### src/rtl/ad400x_pkg.sv
// Shared definitions for the AD400x SPI engine: mode and state encodings,
// ADC register commands and the expected configuration pattern.
package ad400x_pkg;

  typedef enum logic [1:0] {
    MODE_IDLE = 2'd0,
    MODE_ACQ  = 2'd1,
    MODE_WR   = 2'd2,
    MODE_RD   = 2'd3
  } mode_e;

  typedef enum logic [2:0] {
    ST_IDLE = 3'd0,
    ST_CONV = 3'd1,
    ST_GAP  = 3'd2,
    ST_XFER = 3'd3,
    ST_FIN  = 3'd4
  } state_e;

  localparam logic [7:0] CMD_WR      = 8'h14;
  localparam logic [7:0] CMD_RD      = 8'h54;
  localparam logic [7:0] CFG_DEFAULT = 8'h03;
  localparam logic [4:0] CFG_OK      = 5'b00011;

  // A frame is never shorter than the 16-bit command word.
  function automatic int frame_len(input int data_w);
    return (data_w > 16) ? data_w : 16;
  endfunction

endpackage

### src/rtl/ad400x_spi_engine_if.sv
// Bus between the AD400x SPI engine and its controller / ADC pins.
interface ad400x_spi_engine_if #(
  parameter int NUM_CH = 2,
  parameter int DATA_W = 18
);
  logic                     start;
  logic [1:0]               mode;
  logic [7:0]               reg_wdata;
  logic [NUM_CH-1:0]        sdo_in;
  logic                     cnv;
  logic                     sclk;
  logic                     sdi;
  logic                     busy;
  logic                     done;
  logic [NUM_CH*DATA_W-1:0] data_out;
  logic                     data_valid;
  logic [NUM_CH*8-1:0]      reg_rdata;
  logic                     cfg_ok;
  logic [15:0]              overrun_cnt;

  modport master (
    output start, mode, reg_wdata, sdo_in,
    input  cnv, sclk, sdi, busy, done, data_out, data_valid,
           reg_rdata, cfg_ok, overrun_cnt
  );

  modport slave (
    input  start, mode, reg_wdata, sdo_in,
    output cnv, sclk, sdi, busy, done, data_out, data_valid,
           reg_rdata, cfg_ok, overrun_cnt
  );
endinterface

### src/rtl/ad400x_sclk_gen.sv
// SCLK generator: low phase first, each phase SCLK_DIV clk_100 cycles.
// rise/fall flag the cycle whose closing edge moves sclk high/low.
module ad400x_sclk_gen #(
  parameter int SCLK_DIV = 1
) (
  input  logic clk_100,
  input  logic rst_n,
  input  logic en,
  output logic sclk,
  output logic rise,
  output logic fall
);
  logic [3:0] cnt;
  logic       half_end;

  // Phase-end detect and edge strobes.
  always_comb begin
    half_end = (cnt == 4'(SCLK_DIV - 1));
    rise     = en & ~sclk & half_end;
    fall     = en & sclk & half_end;
  end

  // Half-period counter and sclk toggle; parked low whenever disabled.
  always_ff @(posedge clk_100) begin
    if (!rst_n || !en) begin
      cnt  <= 4'd0;
      sclk <= 1'b0;
    end else if (half_end) begin
      cnt  <= 4'd0;
      sclk <= ~sclk;
    end else begin
      cnt  <= cnt + 4'd1;
      sclk <= sclk;
    end
  end
endmodule

### src/rtl/ad400x_spi_engine.sv
// AD400x multi-channel SPI engine: CNV pulse, gap, then one shared SCLK
// frame that shifts a command out on sdi and samples every channel's sdo.
// Optional: define AD400X_OVERRUN_CNT_EN to build the overrun counter.
module ad400x_spi_engine
  import ad400x_pkg::*;
#(
  parameter int NUM_CH   = 2,
  parameter int DATA_W   = 18,
  parameter int SCLK_DIV = 1,
  parameter int CNV_CYC  = 40
) (
  input logic               clk_100,
  input logic               rst_n,
  ad400x_spi_engine_if.slave bus
);
  localparam int FRAME_LEN = frame_len(DATA_W);
  localparam int BIT_W     = $clog2(FRAME_LEN + 1);

  state_e                   state, next_state;
  mode_e                    frame_mode;
  logic [7:0]               frame_wdata;
  logic [7:0]               cnv_cnt;
  logic [BIT_W-1:0]         bit_cnt;
  logic [FRAME_LEN-1:0]     tx_sr, tx_load;
  logic [FRAME_LEN-2:0]     rx_sr   [NUM_CH];
  logic [FRAME_LEN-1:0]     rx_next [NUM_CH];
  logic                     sclk, sclk_rise, sclk_fall;
  logic                     xfer_en, last_bit, start_ok;
  logic                     cnv_q, busy_q, done_q, valid_q, cfg_all;
  logic [NUM_CH*DATA_W-1:0] data_q;
  logic [NUM_CH*8-1:0]      rdata_q;

  ad400x_sclk_gen #(.SCLK_DIV(SCLK_DIV)) u_sclk (
    .clk_100 (clk_100),
    .rst_n   (rst_n),
    .en      (xfer_en),
    .sclk    (sclk),
    .rise    (sclk_rise),
    .fall    (sclk_fall)
  );

  // Next-state logic; bit_cnt counts rising edges, so the frame ends on the
  // falling edge after the FRAME_LEN-th rise.
  always_comb begin
    next_state = state;
    xfer_en    = (state == ST_XFER);
    start_ok   = bus.start && (state == ST_IDLE) && (mode_e'(bus.mode) != MODE_IDLE);
    last_bit   = sclk_fall && (bit_cnt == BIT_W'(FRAME_LEN));
    case (state)
      ST_IDLE: if (start_ok) next_state = ST_CONV; else next_state = ST_IDLE;
      ST_CONV: if (cnv_cnt == 8'(CNV_CYC - 1)) next_state = ST_GAP; else next_state = ST_CONV;
      ST_GAP:  next_state = ST_XFER;
      ST_XFER: if (last_bit) next_state = ST_FIN; else next_state = ST_XFER;
      ST_FIN:  next_state = ST_IDLE;
      default: next_state = ST_IDLE;
    endcase
  end

  // Outgoing word: 16-bit command left-aligned, padded with ones.
  always_comb begin
    tx_load = {FRAME_LEN{1'b1}};
    case (frame_mode)
      MODE_WR: tx_load[FRAME_LEN-1 -: 16] = {CMD_WR, frame_wdata};
      MODE_RD: tx_load[FRAME_LEN-1 -: 16] = {CMD_RD, 8'hFF};
      default: tx_load = {FRAME_LEN{1'b1}};
    endcase
  end

  // Per-channel receive word including the bit being sampled this cycle.
  always_comb begin
    for (int k = 0; k < NUM_CH; k++) begin
      rx_next[k] = {rx_sr[k], bus.sdo_in[k]};
    end
  end

  // State register and registered frame-level outputs.
  always_ff @(posedge clk_100) begin
    if (!rst_n) begin
      state   <= ST_IDLE;
      cnv_q   <= 1'b0;
      busy_q  <= 1'b0;
      done_q  <= 1'b0;
      valid_q <= 1'b0;
    end else begin
      state   <= next_state;
      cnv_q   <= (next_state == ST_CONV);
      busy_q  <= (next_state != ST_IDLE);
      done_q  <= (next_state == ST_FIN);
      valid_q <= (next_state == ST_FIN) && (frame_mode == MODE_ACQ);
    end
  end

  // Frame parameters captured at accept, plus CNV and bit counters.
  always_ff @(posedge clk_100) begin
    if (!rst_n) begin
      frame_mode  <= MODE_IDLE;
      frame_wdata <= 8'h00;
      cnv_cnt     <= 8'd0;
      bit_cnt     <= {BIT_W{1'b0}};
    end else begin
      if (start_ok) begin
        frame_mode  <= mode_e'(bus.mode);
        frame_wdata <= bus.reg_wdata;
      end else begin
        frame_mode  <= frame_mode;
        frame_wdata <= frame_wdata;
      end
      cnv_cnt <= (state == ST_CONV) ? cnv_cnt + 8'd1 : 8'd0;
      if (!xfer_en) bit_cnt <= {BIT_W{1'b0}};
      else if (sclk_rise) bit_cnt <= bit_cnt + {{(BIT_W-1){1'b0}}, 1'b1};
      else bit_cnt <= bit_cnt;
    end
  end

  // sdi shifter: loaded in GAP, advances as each high phase closes.
  always_ff @(posedge clk_100) begin
    if (!rst_n) tx_sr <= {FRAME_LEN{1'b1}};
    else if (state == ST_GAP) tx_sr <= tx_load;
    else if (sclk_fall) tx_sr <= {tx_sr[FRAME_LEN-2:0], 1'b1};
    else tx_sr <= tx_sr;
  end

  // sdo shifters: sample every channel as sclk drops.
  always_ff @(posedge clk_100) begin
    for (int k = 0; k < NUM_CH; k++) begin
      if (!rst_n) rx_sr[k] <= {(FRAME_LEN-1){1'b0}};
      else if (sclk_fall) rx_sr[k] <= rx_next[k][FRAME_LEN-2:0];
      else rx_sr[k] <= rx_sr[k];
    end
  end

  // Result capture on the final sample; read data is the second received byte.
  always_ff @(posedge clk_100) begin
    if (!rst_n) begin
      data_q  <= {(NUM_CH*DATA_W){1'b0}};
      rdata_q <= {(NUM_CH*8){1'b0}};
    end else if (last_bit) begin
      for (int k = 0; k < NUM_CH; k++) begin
        case (frame_mode)
          MODE_ACQ: data_q[k*DATA_W +: DATA_W] <= rx_next[k][FRAME_LEN-1 -: DATA_W];
          MODE_RD:  rdata_q[k*8 +: 8]          <= rx_next[k][FRAME_LEN-9 -: 8];
          default:  data_q <= data_q;
        endcase
      end
    end else begin
      data_q  <= data_q;
      rdata_q <= rdata_q;
    end
  end

  // Configuration is good only when every channel reads back CFG_OK.
  always_comb begin
    cfg_all = 1'b1;
    for (int k = 0; k < NUM_CH; k++) begin
      cfg_all = cfg_all & (rdata_q[k*8 +: 5] == CFG_OK);
    end
  end

`ifdef AD400X_OVERRUN_CNT_EN
  logic [15:0] overrun_q;

  // Saturating count of starts arriving while a frame is in flight.
  always_ff @(posedge clk_100) begin
    if (!rst_n) overrun_q <= 16'h0000;
    else if (bus.start && (state != ST_IDLE) && (overrun_q != 16'hFFFF)) overrun_q <= overrun_q + 16'h0001;
    else overrun_q <= overrun_q;
  end
  assign bus.overrun_cnt = overrun_q;
`else
  assign bus.overrun_cnt = 16'h0000;
`endif

  assign bus.cnv        = cnv_q;
  assign bus.sclk       = sclk;
  assign bus.sdi        = tx_sr[FRAME_LEN-1];
  assign bus.busy       = busy_q;
  assign bus.done       = done_q;
  assign bus.data_valid = valid_q;
  assign bus.data_out   = data_q;
  assign bus.reg_rdata  = rdata_q;
  assign bus.cfg_ok     = cfg_all;
endmodule
### src/flat_wrapper.sv
// flat-port wrapper written by rule: the top's interface ports become plain ports
module ad400x_spi_engine_flat import ad400x_pkg::*;
#(
  parameter int NUM_CH   = 2,
  parameter int DATA_W   = 18,
  parameter int SCLK_DIV = 1,
  parameter int CNV_CYC  = 40
)
  (clk_100, rst_n, bus_start, bus_mode, bus_reg_wdata, bus_sdo_in, bus_cnv, bus_sclk, bus_sdi, bus_busy, bus_done, bus_data_out, bus_data_valid, bus_reg_rdata, bus_cfg_ok, bus_overrun_cnt);
  ad400x_spi_engine_if #(.NUM_CH(NUM_CH), .DATA_W(DATA_W)) bus_i ();
  input logic clk_100;
  input logic rst_n;
  input wire logic [$bits(bus_i.start)-1:0] bus_start;
  input wire logic [$bits(bus_i.mode)-1:0] bus_mode;
  input wire logic [$bits(bus_i.reg_wdata)-1:0] bus_reg_wdata;
  input wire logic [$bits(bus_i.sdo_in)-1:0] bus_sdo_in;
  output wire logic [$bits(bus_i.cnv)-1:0] bus_cnv;
  output wire logic [$bits(bus_i.sclk)-1:0] bus_sclk;
  output wire logic [$bits(bus_i.sdi)-1:0] bus_sdi;
  output wire logic [$bits(bus_i.busy)-1:0] bus_busy;
  output wire logic [$bits(bus_i.done)-1:0] bus_done;
  output wire logic [$bits(bus_i.data_out)-1:0] bus_data_out;
  output wire logic [$bits(bus_i.data_valid)-1:0] bus_data_valid;
  output wire logic [$bits(bus_i.reg_rdata)-1:0] bus_reg_rdata;
  output wire logic [$bits(bus_i.cfg_ok)-1:0] bus_cfg_ok;
  output wire logic [$bits(bus_i.overrun_cnt)-1:0] bus_overrun_cnt;
  assign bus_i.start = bus_start;
  assign bus_i.mode = bus_mode;
  assign bus_i.reg_wdata = bus_reg_wdata;
  assign bus_i.sdo_in = bus_sdo_in;
  assign bus_cnv = bus_i.cnv;
  assign bus_sclk = bus_i.sclk;
  assign bus_sdi = bus_i.sdi;
  assign bus_busy = bus_i.busy;
  assign bus_done = bus_i.done;
  assign bus_data_out = bus_i.data_out;
  assign bus_data_valid = bus_i.data_valid;
  assign bus_reg_rdata = bus_i.reg_rdata;
  assign bus_cfg_ok = bus_i.cfg_ok;
  assign bus_overrun_cnt = bus_i.overrun_cnt;
  ad400x_spi_engine #(.NUM_CH(NUM_CH), .DATA_W(DATA_W), .SCLK_DIV(SCLK_DIV), .CNV_CYC(CNV_CYC)) u_core (.clk_100(clk_100), .rst_n(rst_n), .bus(bus_i));
endmodule
### config.mk
export PLATFORM = sky130hd
export DESIGN_NAME = ad400x_spi_engine_flat
export DESIGN_NICKNAME = d
export VERILOG_FILES = /design/src/rtl/ad400x_pkg.sv /design/src/rtl/ad400x_spi_engine_if.sv /design/src/rtl/ad400x_sclk_gen.sv /design/src/rtl/ad400x_spi_engine.sv /design/src/flat_wrapper.sv
export SDC_FILE = /design/constraint.sdc
export NUM_CORES = 1
export LEC_CHECK = 0
export BUFFER_PORTS_ARGS = -buffer_cell sky130_fd_sc_hd__buf_2
export CAP_MARGIN = 20
export CORE_ASPECT_RATIO = 1.1
export CORE_MARGIN = 1
export CORE_UTILIZATION = 55
export DETAILED_ROUTE_END_ITERATION = 10
export GPL_TIMING_DRIVEN = 0
export PLACE_DENSITY = 0.79
export RECOVER_POWER = 25
export SLEW_MARGIN = 15
export SYNTH_ARGS = -nofsm -noshare
export SYNTH_HDL_FRONTEND = slang
export SYNTH_SLANG_ARGS = --single-unit
### constraint.sdc
create_clock -name clk_100 -period 4.2 [get_ports clk_100]
set_input_delay 0.63 -clock clk_100 [delete_from_list [all_inputs] [get_ports clk_100]]
set_output_delay 0.63 -clock clk_100 [all_outputs]
set_load 0.05 [all_outputs]
==> impl_metrics.tcl, run 1 <==
set metrics [dict create \
    diodes 0 \
    ys_async_sr_fraction 0 \
    dp_hpwl_microns 8250 \
    root_buffer "clkbuf_8" \
    ys_ff_latch 137 \
    fin_area_sq_um 6680 \
    overflow 0 \
    crit_family "simple AND/OR/NAND/NOR gates" \
    status "complete, but fails checks" \
    fin_nets 661 \
    antenna_found_initial 0 \
    seq_power_share 0.466 \
    muxShareOfSynthArea 0.0941 \
    pwr-share-comb 0.049 \
    r2r_cells 7 \
    max_stage_delay_ns 0.74 \
    path_depth 7 \
    dpl_cell_area_sq_um 6140 \
    maxCapViolations 0 \
    die-area_sq_um 10500 \
    synth-simple-area-share 0.171 \
    final_util 0.679 \
    drc 9 \
    core-area_sq_um 9840 \
    ctsResizeCount 0 \
    maxSlewViolCount 0 \
    hold_viol 0 \
    drtAntennaViolNets 0 \
    cts_buffers 17 \
    cp-end-kind "flip-flop" \
    worst_r2r_endpoint "u_core.bus.reg_rdata[9]" \
    hold_start "bus_reg_wdata[0]" \
    arrival_ns 2.79 \
    synth_top_family_by_area "simple AND/OR/NAND/NOR gates" \
    post_drt_wl_per_cell_microns 15.7 \
    io_pins 90 \
    synth_top_area_cell "dfxtp_1" \
    clkPwrFrac 0.485 \
    whs_ns 0.373 \
    irDropWorstVdd_mv 0.295 \
    power.density_cell_area_nw_per_um2 447 \
    post-cts-setup-buffer-count 0 \
    place.gp.congestion 0.831 \
    die_h_microns 107 \
    rsz0062_at_grt "false" \
    clk_pin_slew_ns 0.06 \
    crit_path_max_fanout 10 \
    firstDrtPassIters 8 \
    num_vias 4208 \
    critical_path_class "reg -> reg" \
    fin_setup_tns_ns 0 \
    min_path_type "in -> reg" \
    cts-htree-levels 4 \
    violations "DRC" \
    drive_gt1_frac 0.179 \
    synthTopCellsByCount "dfxtp_1 (103), nand2_1 (97), mux2i_1 (52)" \
    synth.distinct_cells 52 \
    max_freq_ghz 0.427 \
    critPathCapture "u_core.bus.reg_rdata[9]" \
    portBuffers 72 \
    synth_compound_area_frac 0.0914 \
    core.rowCount 38 \
    avgSynthCellArea_sq_um 10.4 \
    clock-sinks 137 \
    synthFlopType "dfxtp_1" \
    grt_pass1_vias 4146 \
    yosysMostFrequentCell "dfxtp_1" \
    synth-xor-area-share 0.00792 \
    reg2reg_slack_ns 1.86 \
    power_leakage_uw 0.00279 \
    wl_met2_microns 5960 \
    drt-total-wl_microns 12100 \
    synth_warnings 0 \
    start_util 0.562 \
    met1_length_microns 5250 \
    vias_per_cell 5.44 \
    synth_edf_count 34 \
    fin_ws_ns 1.86 \
    wl_met3_microns 653 \
    syn_to_final_growth_pct 20.8 \
    synth_area_leaders "dfxtp_1 (37%), edfxtp_1 (18%), mux2i_1 (9.4%)" \
    worstMarginPinSlew_ns 0.986 \
    routed.top_layer "met4" \
    path_buf_inv 3 \
    grt_max_degree 22 \
    first_iter_violations 275 \
    yosysSeqAreaShare 0.557 \
    finalCritPeriodShare 0.558 \
    switchingPower_uw 710 \
    internal_power_uw 2280 \
    yosys.area_share.adder 0.0113 \
    cp-startpoint "u_core.u_sclk.cnt[0]" \
    syn_area_sq_um 5530 \
    r2r_start "u_core.u_sclk.cnt[0]" \
    synth_top_area_share 0.373 \
    syn_inst 534 \
    clk_path_buf_depth 2 \
    cts.hold.buffers_added 0 \
    insertion_delay_ns 0.52 \
    cpMaxStageDelayCell "nor4_4" \
    sw_frac_of_total 0.238 \
    clock-skew-final_ns 0.00858 \
    die_width_microns 97.6 \
    dpl_worst_slack_ns 1.44 \
    crit_path_start_kind "flip-flop" \
    critical_path_required_ns 4.65 \
    setup_viol_count_final 0 \
    cts_tree "built" \
    grt_usage 0.243 \
    grt_first_pass_wirelength_microns 19800 \
    period_minus_slack_ns 2.34 \
    relSlewSlack 0.334 \
    worstPathCellList "inv_1, ha_1, nand4bb_1, clkbuf_1, nor4_4, buf_6, mux2i_1" \
]
[sequential cells by signal, indices dropped and copies added (netlist names)]
| register | count |
|---|---|
| u_core.frame_mode | 2 |
| u_core.u_sclk.sclk | 1 |
| u_core.bit_cnt | 5 |
| u_core.bus.reg_rdata | 16 |
| u_core.bus.done | 1 |
| u_core.rx_sr | 34 |
| u_core.bus.data_out | 36 |
| u_core.tx_sr | 16 |
| u_core.bus.busy | 1 |
| u_core.state | 3 |
| u_core.u_sclk.cnt | 4 |
| u_core.bus.cnv | 1 |
| u_core.bus.data_valid | 1 |
| u_core.frame_wdata | 8 |
| u_core.cnv_cnt | 8 |
[logic make-up after synthesis]
| family | after synthesis |
|---|---|
| mux | 52 |
| other cells | 1 |
| flops | 137 |
| fa+ha+maj | 5 |
| buf+inv | 73 |
| simple gates | 189 |
| xor+xnor | 5 |
| compound gates | 72 |
[worst min path at each step]
stage	end	cells past startpoint
3_3_place_gp	u_core.cnv_cnt[0]	1
5_1_grt	u_core.frame_wdata[5]	3
3_5_place_dp	u_core.bus.data_out[2]	2
4_1_cts	u_core.frame_wdata[3]	3
6_report	u_core.frame_wdata[0]	3
2_1_floorplan	u_core.cnv_cnt[0]	1
[per-stage QoR]
| stage | total power (uW) | std cells |
|---|---|---|
| after floorplan | 1530 | 549 |
| after global placement | 1560 | 741 |
| after detailed placement | 1560 | 742 |
| after CTS | 3000 | 774 |
| after global routing | 3070 | 774 |
| final | 2990 | 774 |
[worst reg2reg max path, stage by stage (launching register included)]
cell and delay (ns):
dfxtp_1 0.32, inv_1 0.07, ha_1 0.23, nand4bb_1 0.12
clkbuf_1 0.28, nor4_4 0.74, buf_6 0.28, mux2i_1 0.22
[final cells by class]
| class | instances | area, sq um |
|---|---|---|
| clock buffer | 17 | 414 |
| timing repair buffer | 73 | 364 |
| clock inverter | 15 | 165 |
| sequential | 137 | 3080 |
| inverter | 25 | 93.8 |
| buffer | 48 | 264 |
| fill | 731 | 3160 |
| tap | 120 | 150 |
| multi-input combinational | 339 | 2150 |
[cells in the final DEF (no fill, tap or decap), drive strengths merged, types with 2 or more instances in the layout]
cell / synthesis / final
xnor2: 2 / 2
o211ai: 2 / 2
clkinv: 0 / 6
dfxtp: 103 / 103
conb: 1 / 16
buf: 24 / 77
nor4: 3 / 3
o21ai: 20 / 20
nor4b: 2 / 2
edfxtp: 34 / 34
a21boi: 11 / 11
and2: 2 / 2
nor2: 13 / 13
a221o: 12 / 12
or3: 4 / 4
mux2i: 52 / 52
nand3: 23 / 23
a2bb2oi: 7 / 7
bufinv: 0 / 2
nand3b: 3 / 3
clkbuf: 24 / 61
or4: 2 / 2
inv: 25 / 31
nand4bb: 3 / 3
nand2b: 2 / 2
a21oi: 11 / 11
or2: 2 / 2
nand2: 97 / 97
or3b: 2 / 2
and3: 21 / 21
nor2b: 2 / 2
ha: 5 / 5
o31ai: 3 / 3
or4b: 2 / 2
xor2: 3 / 3
[routing by layer]
layer	track usage	vias to the layer above
met3	0.0671	22
met4	0.116	0
met5	0	-
li1	-	2045
met1	0.295	2008
met2	0.400	133
[power groups by stage]
stage	Sequential (uW)	Clock (uW)	Combinational (uW)
2_1_floorplan	1420	0	104
6_report	1390	1450	147
5_1_grt	1390	1520	159
3_3_place_gp	1420	0	138
4_1_cts	1390	1470	147
3_5_place_dp	1420	0	145
Power figures use the tool's default switching activity.
==> run 2, diff against run 1 <==
==> constraint.sdc (replaced) <==
create_clock -name clk_100 -period 2.4 [get_ports clk_100]
set_input_delay 0.36 -clock clk_100 [delete_from_list [all_inputs] [get_ports clk_100]]
set_output_delay 0.36 -clock clk_100 [all_outputs]
set_load 0.05 [all_outputs]
==> impl_metrics.tcl, run 2 (synthesized netlist as in run 1, its figures left out) <==
set metrics [dict create \
    cts.hold.buffers_added 0 \
    final_cell_mix "dfxtp_1 (103), nand2_1 (97), clkbuf_1 (60)" \
    dp_cells 742 \
    antenna_found_initial 0 \
    first_iter_violations 226 \
    violations "DRC" \
    cts_buffers 17 \
    relSlewSlack 0.410 \
    clock-skew-final_ns 0.0113 \
    dp_hpwl_microns 8230 \
    cp-end-kind "flip-flop" \
    fin_nets 661 \
    clk_path_buf_depth 2 \
    maxCapViolations 0 \
    whs_ns 0.0983 \
    worstPathCellList "inv_1, ha_1, nand4bb_1, buf_6, nor4_4, buf_6, mux2i_1" \
    critical_path_class "reg -> reg" \
    drive_gt1_frac 0.156 \
    period_minus_slack_ns 2.18 \
    portBuffers 72 \
    setup_viol_count_final 0 \
    post-cts-setup-buffer-count 0 \
    maxSlewViolCount 0 \
    die_h_microns 107 \
    vias_per_cell 5.49 \
    grt_pass1_vias 4057 \
    clk_pin_slew_ns 0.06 \
    ctsResizeCount 0 \
    overflow 0 \
    root_buffer "clkbuf_8" \
    fill_cells 789 \
    crit_path_start_kind "flip-flop" \
    status "complete, but fails checks" \
    core.rowCount 38 \
    layout_commonest_cell "dfxtp_1" \
    critical_path_required_ns 2.86 \
    insertion_delay_ns 0.53 \
    firstDrtPassIters 8 \
    worstMarginPinSlew_ns 0.872 \
    drt-total-wl_microns 12100 \
    place.gp.congestion 0.831 \
    die_width_microns 97.6 \
    fin_cells 774 \
    power_leakage_uw 0.00272 \
    crit_family "simple AND/OR/NAND/NOR gates" \
    path_buf_inv 3 \
    drc 7 \
    fin_setup_tns_ns 0 \
    cpMaxStageDelayCell "nor4_4" \
    num_vias 4247 \
    clock-sinks 137 \
    arrival_ns 2.63 \
    grt_usage 0.242 \
    grt_max_degree 21 \
    die-area_sq_um 10500 \
    power.density_cell_area_nw_per_um2 744 \
    start_util 0.562 \
    irDropWorstVdd_mv 0.437 \
    min_path_type "in -> reg" \
    crit_path_max_fanout 10 \
    rsz0062_at_grt "false" \
    cts-htree-levels 4 \
    max_freq_ghz 0.459 \
    post_drt_wl_per_cell_microns 15.6 \
    largest_register_ffs 36 \
    max_stage_delay_ns 0.66 \
    hold_viol 0 \
    diodes 0 \
    syn_to_final_growth_pct 19.5 \
    finalCritPeriodShare 0.907 \
    crit_top_cell "buf_6" \
    core-area_sq_um 9840 \
    drtAntennaViolNets 0 \
    io_pins 90 \
    cts_tree "built" \
    grt_first_pass_wirelength_microns 19600 \
]
run 2: changes by cell type in the layout (fill, tap and decap cells not counted), sizes merged:
cell and change:
clkbuf +19, buf -9, inv -6, bufinv -2, clkinv -1, clkinvlp -1
run 2: layout make-up:
| cell class | instances | area, sq um | area share |
|---|---|---|---|
| plain buffers | 48 | 272 | 0.0411 |
| clock buffers | 27 | 482 | 0.0728 |
| clock inverters | 5 | 25.0 | 0.00378 |
| inverters | 25 | 93.8 | 0.0142 |
| multi-input cells | 339 | 2160 | 0.326 |
| flip-flops and latches | 137 | 3080 | 0.466 |
| well taps | 120 | 150 | 0.0227 |
| repair buffers | 73 | 352 | 0.0532 |
run 2: layer usage:
layer | vias to the layer above | global-route usage | share of wire
met3 | 22 | 0.0717 | 0.059
met2 | 150 | 0.387 | 0.48
met1 | 2029 | 0.303 | 0.43
li1 | 2046 | - | -
met4 | 0 | 0.108 | 0.024
met5 | - | 0 | 0
run 2: worst paths after layout:
path                                           start                        to  slack [ns]  cells past startpoint
worst max-delay path            u_core.u_sclk.cnt[0]  u_core.bus.reg_rdata[13]        0.22                      7
worst min-delay path                bus_reg_wdata[1]     u_core.frame_wdata[1]         0.1                      3
worst max register to register  u_core.u_sclk.cnt[0]  u_core.bus.reg_rdata[13]        0.22                      7
worst min register to register     u_core.cnv_cnt[0]         u_core.cnv_cnt[0]        0.45                      1
run 2: worst register-to-register path, delay by kind of cell (launching register included):
| kind | cells | cell delay [ns] |
|---|---|---|
| buffers and inverters | 3 | 0.53 |
| AND/OR/NAND/NOR | 2 | 0.80 |
| adder cells (fa/ha/maj) | 1 | 0.24 |
| multiplexers | 1 | 0.22 |
| flip-flops | 1 | 0.32 |
run 2: power by group:
part | switching [uW] | internal [uW] | total [uW]
Combinational | 183 | 74.4 | 258
Clock | 883 | 1340 | 2230
Sequential | 22.7 | 2410 | 2440
Total | 1090 | 3830 | 4920
run 2: per-stage QoR:
stage | area (sq um) | utilization | setup slack [ns] | total power, uW
2_1_floorplan | 5600 | - | 0.0472 | 2670
3_3_place_gp | 6110 | 0.621 | -0.273 | 2730
3_5_place_dp | 6140 | 0.624 | -0.101 | 2740
4_1_cts | 6650 | 0.676 | 0.215 | 4950
5_1_grt | 6610 | 0.672 | 0.0828 | 5080
6_report | 6610 | 0.672 | 0.222 | 4920
